--- src/rtl/fifo_w_serializer.sv ---
// Write-side feeder for the async FIFO: splits IN_WIDTH words into DATA_WIDTH lanes, one FIFO write per lane.
// Optional SER_MSB_FIRST_EN sends the most significant lane first; the default build sends LSB first.
module fifo_w_serializer #(
  parameter int IN_WIDTH   = 32,
  parameter int DATA_WIDTH = 8
) (
  input  logic                  fifo_w_clk_i,
  input  logic                  rst_n_i,
  input  logic                  src_valid_i,
  input  logic [IN_WIDTH-1:0]   src_data_i,
  input  logic                  src_last_i,
  output logic                  src_ready_o,
  output logic                  fifo_w_req_o,
  output logic [DATA_WIDTH-1:0] fifo_w_data_o,
  input  logic                  fifo_w_full_i,
  output logic [15:0]           byte_cnt_o,
  output logic                  frame_done_o
);

  localparam int RATIO = IN_WIDTH / DATA_WIDTH;
  localparam int LW    = (RATIO > 1) ? $clog2(RATIO) : 1;
  localparam logic [LW-1:0] LAST_LANE = LW'(RATIO - 1);

  typedef enum logic {IDLE, SEND} state_t;

  state_t              state;
  logic [LW-1:0]       lane;
  logic [IN_WIDTH-1:0] shreg;
  logic [IN_WIDTH-1:0] shreg_next;
  logic                last_q;
  logic                fire;
  logic                final_lane;

  assign fire       = fifo_w_req_o && !fifo_w_full_i;
  assign final_lane = (state == SEND) && (lane == LAST_LANE);

  // Ready on the final lane lets the next word load on the same edge as the last write.
  assign src_ready_o = (state == IDLE) || (final_lane && !fifo_w_full_i);

`ifdef SER_MSB_FIRST_EN
  assign fifo_w_data_o = shreg[IN_WIDTH-1 -: DATA_WIDTH];
  assign shreg_next    = shreg << DATA_WIDTH;
`else
  assign fifo_w_data_o = shreg[DATA_WIDTH-1:0];
  assign shreg_next    = shreg >> DATA_WIDTH;
`endif

  always_ff @(posedge fifo_w_clk_i or negedge rst_n_i) begin
    if (!rst_n_i) begin
      state        <= IDLE;
      lane         <= '0;
      shreg        <= '0;
      last_q       <= 1'b0;
      fifo_w_req_o <= 1'b0;
      byte_cnt_o   <= '0;
      frame_done_o <= 1'b0;
    end else begin
      frame_done_o <= 1'b0;

      // Counter follows the outgoing word even when a new word loads on the same edge.
      if (fire) begin
        if (lane == LAST_LANE && last_q) begin
          byte_cnt_o   <= '0;
          frame_done_o <= 1'b1;
        end else if (byte_cnt_o != 16'hFFFF) begin
          byte_cnt_o <= byte_cnt_o + 16'd1;
        end
      end

      case (state)
        IDLE: begin
          if (src_valid_i) begin
            shreg        <= src_data_i;
            last_q       <= src_last_i;
            lane         <= '0;
            fifo_w_req_o <= 1'b1;
            state        <= SEND;
          end
        end
        SEND: begin
          if (fire) begin
            if (lane != LAST_LANE) begin
              lane  <= lane + 1'b1;
              shreg <= shreg_next;
            end else if (src_valid_i) begin
              shreg  <= src_data_i;
              last_q <= src_last_i;
              lane   <= '0;
            end else begin
              fifo_w_req_o <= 1'b0;
              state        <= IDLE;
            end
          end
        end
        default: state <= IDLE;
      endcase
    end
  end

endmodule

--- config.mk ---
export PLATFORM = sky130hd
export DESIGN_NAME = fifo_w_serializer
export DESIGN_NICKNAME = d
export VERILOG_FILES = /design/src/rtl/fifo_w_serializer.sv
export SDC_FILE = /design/constraint.sdc
export NUM_CORES = 1
export LEC_CHECK = 0
export BUFFER_PORTS_ARGS = -buffer_cell sky130_fd_sc_hd__buf_4
export CAP_MARGIN = 20
export CORE_MARGIN = 3
export CORE_UTILIZATION = 35
export DETAILED_ROUTE_END_ITERATION = 8
export GPL_TIMING_DRIVEN = 0
export SYNTH_ARGS = -nofsm -noshare
export SYNTH_HDL_FRONTEND = slang
export SYNTH_SLANG_ARGS = --single-unit
--- constraint.sdc ---
create_clock -name fifo_w_clk_i -period 5 [get_ports fifo_w_clk_i]
set_input_delay 1 -clock fifo_w_clk_i [delete_from_list [all_inputs] [get_ports fifo_w_clk_i]]
set_output_delay 1 -clock fifo_w_clk_i [all_outputs]
set_load 0.01 [all_outputs]
Word-level counts from Yosys, hierarchy flattened. Index checks and enable logic that the tools add are counted. W data, S select, Z words.

Register bits: 54. Input bits: 37. Output and inout bits: 27. Word-level logic and storage cells: 52.

$add $sub $neg: 2. Equal/unequal tests: 7. Multiplexer cells: 25. Bitwise gates (word level): 1. Reductions and logical operators: 10.

Operators with widths (number): $mux W32 (3); $pmux W32 S2 (1); $mux W16 (2); $add A16 B1 Y16 const B (1); $ne A16 B16 Y1 const B (1); $mux W1 (12); $ne A2 B2 Y1 const B (4); $mux W2 (3); $pmux W1 S2 (3); $logic_and A1 B1 Y1 (4); $pmux W2 S2 (1); $reduce_and A2 Y1 (2); $reduce_and A4 Y1 (1); $add A2 B1 Y2 const B (1); $eq A2 B2 Y1 const B (1); $ne A2 B1 Y1 const B (1); $reduce_bool A2 Y1 (1); $logic_not A1 Y1 (1); $logic_or A1 B1 Y1 (1); $not A1 Y1 (1).

Depth between registers and ports, before layout.
Depth after elaboration: 4. Mapped depth: 7. Mapped depth without buffers: 5.

Least setup slack after synthesis. OpenSTA, ideal clock, no wires.

Kind: in2out. From: in fifo_w_full_i. To: out src_ready_o. Data arrival time: 1.272 ns. Data required time: 4.000 ns. Path slack: 2.728 ns. Cell stages on the path: 1. Path buffers: 0. Cell sequence: o21ai_0.

Cells in the longest elaborated chain, start to end: 3.

RTL lines: start, declared (RTL line 15) `input logic fifo_w_full_i,`; $logic_not A1 Y1 (RTL line 38) `assign src_ready_o = (state == IDLE) || (final_lane && !fifo_w_full_i);`; $logic_and A1 B1 Y1 (RTL line 38); $logic_or A1 B1 Y1 (RTL line 38); end, declared (RTL line 12) `output logic src_ready_o,`.

Every way passes these cells.

Worst setup path after layout. Ends and elaborated chain as after synthesis.

==> impl_metrics.tcl <==
set metrics [dict create \
    startpoint_type "input pin" \
    crit_family "buffers and inverters" \
    hold_depth 1 \
    antenna_found_initial 0 \
    h-tree-depth 2 \
    cts_made_buffers 5 \
    finalWirelength_um 6650 \
    cts_setup_buffers 0 \
    crit_top_cell "buf_4" \
    rows 31 \
    gr-total-overflow 0 \
    fin_crit_ps 2520 \
    synthArstFlopShare_pct 100 \
    cp.arrival_ps 1520 \
    p_comb_share_pct 38.7 \
    synth_top_family_by_area "compound AO/OA/AOI/OAI gates" \
    areaGrowthSynthToFinish_pct 25.2 \
    firstDrtPassIters 4 \
    fin_tns_setup_ps 0 \
    syn_area_um2 2700 \
    final_nets 350 \
    final_cells 410 \
    synthDistinctLibCells 49 \
    worst_pin_slew_ps 732 \
    fp.coreArea_um2 7370 \
    yosys-top-cells-area "dfrtp_1 (50%), a22o_1 (11%), a21o_1 (6.9%)" \
    root_buffer "clkbuf_8" \
    port_buffers 63 \
    critPathBufInv 2 \
    synth-compound-area-share_pct 25.8 \
    ir_drop_mv 0.215 \
    drt_iter0_markers 136 \
    die_area_um2 8810 \
    powerDensity_nw_per_um2 448 \
    antenna_cells 0 \
    crit_type "in2out" \
    leakagePower_nw 1.77 \
    drive_gt1_share_pct 33.1 \
    synth_flop_cell "dfrtp_1" \
    tritoncts "done" \
    fillers 738 \
    cpPeakStageDelay_ps 220 \
    yosysTopAreaCell "dfrtp_1" \
    viasPerCell 5.33 \
    slew_headroom_pct 51.2 \
    ctsResizeCount 0 \
    via_count 2184 \
    internal_power_uw 978 \
    outcome "finished, final reports clean" \
    place.gp.congestion 0.822 \
    setup_viol 0 \
    globalRouteTotalUtil_pct 15.5 \
    maxSlewViolCount 0 \
    p_seq_share_pct 45.0 \
    rsz0062_at_grt "no" \
    ant_nets 0 \
    hp-class "reg2reg" \
    grt_max_degree 55 \
    ys_seq_area_share_pct 50.0 \
    whs_ps 510 \
    die_height_um 93.9 \
    ys_ff_latch 54 \
    synthesis.instances 241 \
    final-hold-violation-count 0 \
    wl_per_cell_um 16.2 \
    synth-adder-area-share_pct 0.926 \
    synth_mux_area_share_pct 0.834 \
    crit_chain "buf_4 > o21ai_0 > buf_4" \
    synth.top_cells.by_count "dfrtp_1 (54), a22o_1 (34), a21o_1 (25), nand2_1 (17), nand3_1 (9)" \
    ys_warn_count 0 \
    pin_count 64 \
    cp_num_cells 3 \
    hpwlAfterDp_um 4740 \
    r2r_cells 6 \
    start_util_pct 36.7 \
    clockBufferDepth 2 \
    p_switching_uw 538 \
    cts_sinks 54 \
    hold_buffers 0 \
    fin_skew_ps 5.38 \
    yosysMostFrequentCell "dfrtp_1" \
    clk_latency_ps 310 \
    required_ps 4000 \
    synth_xor_xnor_area_share_pct 0.324 \
    dp.cells 403 \
    drc 0 \
    grt_pass1_wl_um 10700 \
    avgSynthCellArea_um2 11.2 \
    slowest_stage "o21ai_0" \
    drv_cap 0 \
    synth_edf_count 0 \
    p_sw_share_pct 35.5 \
    fin_crit_sh_pct 50.3 \
    first_global_vias 2090 \
    fmax_mhz 397 \
    synth_top_area_share_pct 50.0 \
    path_clk_slew_ps 100 \
    cp-end-kind "primary output" \
    clockPowerShare_pct 16.2 \
    chipWidth_um 93.9 \
    final_util_pct 45.9 \
    synthesis.nets 280 \
    synth-simple-area-share_pct 16.4 \
    worst-path-max-fanout 4 \
]
==> power by group through the flow <==
stage	clock, mW	combinational [mW]	sequential [mW]
floorplan	0	0.398	0.668
finish	0.246	0.587	0.683
CTS	0.255	0.594	0.681
global route	0.271	0.651	0.700
global placement	0	0.584	0.686
detailed placement	0	0.593	0.689
==> cells by family (layout without fill, tap and decap cells) <==
| group | after synthesis | in the layout |
|---|---|---|
| AND/OR/NAND/NOR | 69 | 69 |
| flip-flops | 54 | 54 |
| XOR/XNOR | 1 | 1 |
| adder cells (fa/ha/maj) | 2 | 2 |
| multiplexers | 2 | 2 |
| buffers and inverters | 23 | 93 |
| AO/OA/AOI/OAI | 90 | 90 |
==> worst paths after layout <==
check	from	to	slack, ps
worst min register to register	shreg[27]	shreg[27]	510
min in group asynchronous	rst_n_i	shreg[4]	730
worst max register to register	lane[0]	shreg[19]	3090
worst max-delay path	fifo_w_full_i	src_ready_o	2480
max in group asynchronous	rst_n_i	byte_cnt_o[3]	3780
worst min-delay path	shreg[27]	shreg[27]	510
==> cells in the final DEF (no fill, tap or decap), types with 4 or more instances in the layout <==
cell       n
or3_1      4
nand3_1    9
a22o_1    34
dfrtp_1   54
o21ai_1    7
or4_1      5
and2_1     4
clkbuf_8   5
a21o_1    25
buf_6      4
buf_2      5
a21oi_1    6
nand2_1   17
buf_4     71
==> sequential cells by signal (all words and copies together) (netlist names) <==
name / cells
lane: 2
last_q: 1
fifo_w_req_o: 1
byte_cnt_o: 16
frame_done_o: 1
state: 1
shreg: 32
==> cell type report <==
cell class	count	area (um2)	area share, %
flip-flops and latches	54	1350	40.0
inverters	3	11.3	0.333
multi-input cells	164	1200	35.4
repair buffers	63	473	14.0
clock buffers	5	68.8	2.03
well taps	99	124	3.66
clock inverters	2	15.0	0.444
plain buffers	20	141	4.18
==> routing by layer <==
metal / track usage [%] / routed length, um / part of all wire (%)
met1: 23.8 / 3360 / 51
met2: 22.5 / 2910 / 44
met3: 2.56 / 308 / 4.6
met4: 3.61 / 72 / 1.1
met5: 0 / 0 / 0
==> per-stage QoR <==
stage | area (um2) | worst slack [ps] | total power, mW
after detailed placement | 3300 | 2530 | 1.28
after floorplan | 2700 | 2730 | 1.07
after global placement | 3300 | 2510 | 1.27
after CTS | 3380 | 2520 | 1.53
final | 3380 | 2480 | 1.52
after global routing | 3380 | 2480 | 1.62
Power figures use the tool's default switching activity.
